### src/rtl/alu_op_scheduler_if.sv
// ALU issue/result bus between the op scheduler (master) and an external ALU (slave).
// NBITS must match the scheduler's NBITS parameter.
interface alu_op_scheduler_if #(
  parameter int NBITS = 3
);
  logic [1:0]       alu_f;
  logic [NBITS-1:0] alu_a;
  logic [NBITS-1:0] alu_b;
  logic             alu_valid;
  logic [NBITS-1:0] alu_y;
  logic             alu_ovf;

  modport master (
    output alu_f, alu_a, alu_b, alu_valid,
    input  alu_y, alu_ovf
  );

  modport slave (
    input  alu_f, alu_a, alu_b, alu_valid,
    output alu_y, alu_ovf
  );
endinterface

### src/rtl/alu_op_scheduler.sv
// Sequences single or sweep (ops 0..3) ALU operations, banks results and drives a 7-seg digit.
// Latency: issue 1 cycle after a start rise; each op costs 1+ALU_LAT busy cycles.
// Backpressure: none; start rises while running are dropped, abort cancels a run.
module alu_op_scheduler #(
  parameter int ALU_LAT = 1,
  parameter int NBITS   = 3
) (
  input  logic                      clk_2,
  input  logic                      reset_n,
  input  logic                      start,
  input  logic                      sweep,
  input  logic [1:0]                op_sel,
  input  logic [NBITS-1:0]          a,
  input  logic [NBITS-1:0]          b,
  input  logic                      abort,
  input  logic [1:0]                disp_sel,
  alu_op_scheduler_if.master        alu,
  output logic                      busy,
  output logic                      done,
  output logic [3:0]                res_vld,
  output logic [7:0]                seg
);

  typedef enum logic [1:0] {
    IDLE  = 2'd0,
    ISSUE = 2'd1,
    WAIT  = 2'd2,
    DONE  = 2'd3
  } state_t;

  localparam logic [2:0] WAIT_LAST = 3'(ALU_LAT - 1);

  state_t           state;
  logic             start_q;
  logic             start_armed;
  logic             sweep_q;
  logic [1:0]       op_cnt;
  logic [2:0]       wait_cnt;
  logic [NBITS:0]   bank [0:3];
  logic             start_rise;

  // start_armed blocks a run when start is already high as reset releases;
  // start must be seen low at least once before a rise counts.
  assign start_rise = start & ~start_q & start_armed;
  assign alu.alu_f  = op_cnt;

  always_ff @(posedge clk_2 or negedge reset_n) begin
    if (!reset_n) begin
      state         <= IDLE;
      start_q       <= 1'b0;
      start_armed   <= 1'b0;
      sweep_q       <= 1'b0;
      op_cnt        <= 2'd0;
      wait_cnt      <= 3'd0;
      res_vld       <= 4'd0;
      alu.alu_a     <= '0;
      alu.alu_b     <= '0;
      alu.alu_valid <= 1'b0;
      busy          <= 1'b0;
      done          <= 1'b0;
      for (int i = 0; i < 4; i++) bank[i] <= '0;
    end else begin
      start_q     <= start;
      start_armed <= start_armed | ~start;
      case (state)
        IDLE: begin
          if (start_rise) begin
            alu.alu_a     <= a;
            alu.alu_b     <= b;
            sweep_q       <= sweep;
            res_vld       <= 4'd0;
            op_cnt        <= sweep ? 2'd0 : op_sel;
            alu.alu_valid <= 1'b1;
            busy          <= 1'b1;
            state         <= ISSUE;
          end
        end
        ISSUE: begin
          alu.alu_valid <= 1'b0;
          wait_cnt      <= 3'd0;
          if (abort) begin
            busy  <= 1'b0;
            state <= IDLE;
          end else begin
            state <= WAIT;
          end
        end
        WAIT: begin
          // abort takes priority over the capture on the final WAIT edge
          if (abort) begin
            busy  <= 1'b0;
            state <= IDLE;
          end else if (wait_cnt == WAIT_LAST) begin
            bank[op_cnt]    <= {alu.alu_ovf, alu.alu_y};
            res_vld[op_cnt] <= 1'b1;
            if (sweep_q && (op_cnt != 2'd3)) begin
              op_cnt        <= op_cnt + 2'd1;
              alu.alu_valid <= 1'b1;
              state         <= ISSUE;
            end else begin
              busy  <= 1'b0;
              done  <= 1'b1;
              state <= DONE;
            end
          end else begin
            wait_cnt <= wait_cnt + 3'd1;
          end
        end
        DONE: begin
          done  <= 1'b0;
          state <= IDLE;
        end
        default: state <= IDLE;
      endcase
    end
  end

  logic [NBITS:0] disp_entry;
  logic [31:0]    disp_val;
  logic [6:0]     digit;

  // Values above 7 (only possible when NBITS > 3) have no glyph and show blank.
  always_comb begin
    disp_entry = bank[disp_sel];
    disp_val   = 32'(disp_entry[NBITS-1:0]);
    digit      = 7'h00;
    case (disp_val)
      32'd0:   digit = 7'h3F;
      32'd1:   digit = 7'h06;
      32'd2:   digit = 7'h5B;
      32'd3:   digit = 7'h4F;
      32'd4:   digit = 7'h66;
      32'd5:   digit = 7'h6D;
      32'd6:   digit = 7'h7D;
      32'd7:   digit = 7'h07;
      default: digit = 7'h00;
    endcase
    seg = res_vld[disp_sel] ? {disp_entry[NBITS], digit} : 8'h00;
  end

endmodule

### src/flat_wrapper.sv
// flat-port wrapper written by rule: the top's interface ports become plain ports
module alu_op_scheduler_flat 
#(
  parameter int ALU_LAT = 1,
  parameter int NBITS   = 3
)
  (clk_2, reset_n, start, sweep, op_sel, a, b, abort, disp_sel, busy, done, res_vld, seg, alu_alu_f, alu_alu_a, alu_alu_b, alu_alu_valid, alu_alu_y, alu_alu_ovf);
  alu_op_scheduler_if #(.NBITS(NBITS)) alu_i ();
  input  logic clk_2;
  input  logic reset_n;
  input  logic start;
  input  logic sweep;
  input  logic [1:0] op_sel;
  input  logic [NBITS-1:0] a;
  input  logic [NBITS-1:0] b;
  input  logic abort;
  input  logic [1:0] disp_sel;
  output logic busy;
  output logic done;
  output logic [3:0] res_vld;
  output logic [7:0] seg;
  output wire logic [$bits(alu_i.alu_f)-1:0] alu_alu_f;
  output wire logic [$bits(alu_i.alu_a)-1:0] alu_alu_a;
  output wire logic [$bits(alu_i.alu_b)-1:0] alu_alu_b;
  output wire logic [$bits(alu_i.alu_valid)-1:0] alu_alu_valid;
  input wire logic [$bits(alu_i.alu_y)-1:0] alu_alu_y;
  input wire logic [$bits(alu_i.alu_ovf)-1:0] alu_alu_ovf;
  assign alu_alu_f = alu_i.alu_f;
  assign alu_alu_a = alu_i.alu_a;
  assign alu_alu_b = alu_i.alu_b;
  assign alu_alu_valid = alu_i.alu_valid;
  assign alu_i.alu_y = alu_alu_y;
  assign alu_i.alu_ovf = alu_alu_ovf;
  alu_op_scheduler #(.ALU_LAT(ALU_LAT), .NBITS(NBITS)) u_core (.clk_2(clk_2), .reset_n(reset_n), .start(start), .sweep(sweep), .op_sel(op_sel), .a(a), .b(b), .abort(abort), .disp_sel(disp_sel), .alu(alu_i), .busy(busy), .done(done), .res_vld(res_vld), .seg(seg));
endmodule
### config.mk
export PLATFORM = sky130hd
export DESIGN_NAME = alu_op_scheduler_flat
export DESIGN_NICKNAME = d
export VERILOG_FILES = /design/src/rtl/alu_op_scheduler_if.sv /design/src/rtl/alu_op_scheduler.sv /design/src/flat_wrapper.sv
export SDC_FILE = /design/constraint.sdc
export NUM_CORES = 1
export LEC_CHECK = 0
export BUFFER_PORTS_ARGS = -buffer_cell sky130_fd_sc_hd__buf_2
export CORE_ASPECT_RATIO = 0.8
export CORE_UTILIZATION = 54
export DETAILED_ROUTE_END_ITERATION = 10
export GPL_ROUTABILITY_DRIVEN = 1
export PLACE_DENSITY_LB_ADDON = 0.15
export REMOVE_ABC_BUFFERS = 1
export SETUP_SLACK_MARGIN = 0.02
export SLEW_MARGIN = 20
export SYNTH_ARGS = -nofsm -noshare
export SYNTH_HDL_FRONTEND = slang
export SYNTH_SLANG_ARGS = --single-unit
### constraint.sdc
create_clock -name clk_2 -period 2.23 [get_ports clk_2]
set_clock_uncertainty 0.05 [all_clocks]
set_input_delay 0.3345 -clock clk_2 [delete_from_list [all_inputs] [get_ports clk_2]]
set_output_delay 0.3345 -clock clk_2 [all_outputs]
set_load 0.03 [all_outputs]
==> metrics.md <==
| Metric | Value |
|---|---|
| Final net count | `255` |
| Cell count after synthesis | `169` |
| Final total power | `3.512 mW` |
| Crit. End Element | `output pin` |
| Placed cell area | `0.002337 mm²` |
| Grt ovf | `0` |
| Slowest-stage cell, CP | `mux4_2` |
| CP peak stage delay | `0.53 ns` |
| Top Metal Used | `met4` |
| Fraction of final layout cells sized beyond drive strength 1 | `0.4299` |
| CTS buffer count | `5` |
| Top-Level Pins | `42` |
| Worst vdd ir | `0.0007703 V` |
| Sequential power share | `0.334` |
| Antenna viol nets, final | `0` |
| Final setup vio count | `5` |
| Pleak | `1.253 nW` |
| Die Y-Extent | `57.51 µm` |
| Combinational share of power | `0.494` |
| Width of the die | `71.38 µm` |
| Bufs and invs on worst path | `2` |
| Tmin final | `2.312 ns` |
| Clk pin slew, worst setup/hold paths | `0.07 ns` |
| Max Freq | `0.4325 GHz` |
| DP Worst Slack | `-0.01364 ns` |
| Crit share post-route | `1.037` |
| Row count | `19` |
| H-tree lvl count | `2` |
| Sw Pwr | `1.412 mW` |
| Sequential area share after synthesis | `0.4693` |
| Synth Flop Type | `dfrtp_1` |
| Total core area | `0.003566 mm²` |
| Number of synthesized flops with an enable pin | `0` |
| Combined area of the multi-input logic cells | `0.001061 mm²` |
| Yosys reg bits | `39` |
| Port bufs | `41` |
| Delay-heaviest family, CP | `multiplexers` |
| Most frequent cells after synthesis | `dfrtp_1 (39), mux2_2 (25), ha_1 (16)` |
| Cts hold-fix bufs | `0` |
| Critical Path Source Type | `flop` |
| CP Max Fanout | `4` |
| Global-route usage over all layers | `0.2342` |
| Crit-path cells | `mux4_2, inv_2, ha_1, nand2_1, o21ai_1, and2_1, buf_6` |
| Met3 WL | `181 µm` |
| Worst skew pair latency | `0.29 ns` |
| Vias | `1,520` |
| Fillers | `265` |
| Design Area, Final | `0.002535 mm²` |
| Worst hold margin | `0.09271 ns` |
| Slew margin rel. | `0.4433` |
| DR WL met2 | `2.020 mm` |
| Setup ws final | `-0.08240 ns` |
| Global-route wire length before repair | `7.238 mm` |
| Drt total wl | `4.272 mm` |
| Unrepaired setup endpoints after global routing | `true` |
| Setup TNS Final | `-0.2393 ns` |
| Final slew viol count | `0` |
| Max Cap Viol | `0` |
| Synth unique cells | `38` |
| Initial antenna violation count | `0` |
| Syn-to-layout area delta | `21.90%` |
| Syn. warnings | `0` |
| Required time worst endpoint | `1.85 ns` |
| Util after Layout | `0.7109` |
| Largest net degree at the start of global routing | `40` |
| P per Cell Area | `1385 mW/mm²` |
| Root buf cell | `clkbuf_8` |
| Outcome | `complete, but fails checks` |
| Setup Crit Path Kind | `reg -> out` |
| DR iter-0 viols | `79` |
| Sequential cell area | `975.9 µm²` |
| Initial Util | `0.5832` |
| Sw Ratio | `0.4020` |
| Routability cong. | `0.8208` |
| Syn_area_per_cell | `12.30 µm²` |
| Final hold vios | `0` |
| Cell-internal power | `2.100 mW` |
| FFs w/ async S/R, synth | `1.000` |
| Arrival time worst endpoint | `1.93 ns` |
| Dpl hpwl | `3.146 mm` |
| CTS Buffer Depth | `2` |
| TritonRoute pass-1 iters | `9` |
| Worst Hold Class | `in -> async` |
| DRC violations left | `7` |
| Area leader, netlist | `dfrtp_1` |
| Synth top area cells | `dfrtp_1 (47%), mux2_2 (14%), ha_1 (9.6%)` |
| Finished Layout Cells | `263` |
| Share of the synthesized area in the top cell type | `0.4693` |
| ANT cells | `0` |
| WL/cell | `16.24 µm` |
| M1 WL | `1.991 mm` |
| Die footprint | `0.004105 mm²` |
| Vias per std cell | `5.779` |
| Synthesized area | `0.002079 mm²` |
| CTS tree | `done` |
| Clk sinks | `39` |
| Count leader, synth | `dfrtp_1` |
| Failing checks | `DRC, setup timing` |
| Clock power frac | `0.172` |
| Post-Place Cells | `252` |
| Vias in the first global route | `1,561` |
| Worst-Margin Slew | `0.8350 ns` |
-- path summary, 6_finish.rpt --
kind | startpoint | to | slack [ns] | depth (start not counted)
setup / recovery | u_core.bank[0]$_DFFE_PN0P_ | seg[4] | -0.08 | 7
hold / removal | reset_n | u_core.alu.alu_a[0]$_DFFE_PN0P_ | 0.09 | 1
setup reg to reg | u_core.state[0]$_DFFE_PN0P_ | u_core.bank[15]$_DFFE_PN0P_ | 0.27 | 6
hold reg to reg | u_core.alu.alu_a[0]$_DFFE_PN0P_ | u_core.alu.alu_a[0]$_DFFE_PN0P_ | 0.46 | 1
max in group asynchronous | reset_n | u_core.sweep_q$_DFFE_PN0P_ | 1.52 | 1
min in group clk_2 | start | u_core.start_q$_DFF_PN0_ | 0.15 | 1
-- placed cells by master, fill, tap and decap left out, drive strengths merged, types with 2 or more instances in the layout --
master	synthesis	layout
ha	16	16
nand2	15	15
nor2b	2	2
buf	1	46
and2	5	5
a22o	5	5
nor2	3	3
nand2b	5	5
dfrtp	39	39
mux4	5	5
mux2i	3	3
nand3b	2	2
a21oi	5	5
mux2	25	25
clkbuf	1	6
inv	11	12
a21boi	3	3
o21ai	6	6
clkinv	2	2
-- flip-flops by register name, indices dropped and copies added (netlist names) --
name / cells
u_core.res_vld: 4
u_core.sweep_q: 1
u_core.alu.alu_f: 2
u_core.alu.alu_valid: 1
u_core.bank: 16
u_core.wait_cnt: 3
u_core.state: 2
u_core.start_armed: 1
u_core.alu.alu_b: 3
u_core.start_q: 1
u_core.done: 1
u_core.alu.alu_a: 3
u_core.busy: 1
-- repair_timing --
| action | in CTS | in global routing |
|---|---|---|
| setup endpoints to repair | 7 | 7 |
| gates resized for setup | 13 | 12 |
| pin swaps | 1 | 2 |
| buffers inserted | 1 | 2 |
-- metal layers --
metal / vias to the layer above / GRT usage
li1: 705 / -
met1: 758 / 0.3088
met2: 48 / 0.3878
met3: 9 / 0.04770
met4: 0 / 0.08571
met5: - / 0
-- layout make-up --
type | count | area share
Multi-Input combinational cell | 115 | 0.4186
Sequential cell | 39 | 0.3850
Timing Repair Buffer | 46 | 0.1101
Clock buffer | 6 | 0.03258
Tap cell | 42 | 0.02073
Inverter | 13 | 0.01925
Clock inverter | 2 | 0.01382
-- power by group through the flow --
stage,clock [mW],sequential [mW],combinational (mW)
after floorplan,0,1.39,0.931
after global placement,0,1.16,1.50
after detailed placement,0,1.18,1.59
after CTS,0.617,1.17,1.65
after global routing,0.651,1.21,1.89
final,0.606,1.17,1.73
-- kinds of logic after synthesis --
family / Yosys count / synth area share
compound gates: 26 / 0.08544
fa+ha+maj: 16 / 0.09627
buf+inv: 15 / 0.03069
flops: 39 / 0.4693
mux: 33 / 0.2094
simple gates: 40 / 0.1089
Power figures use the tool's default switching activity.
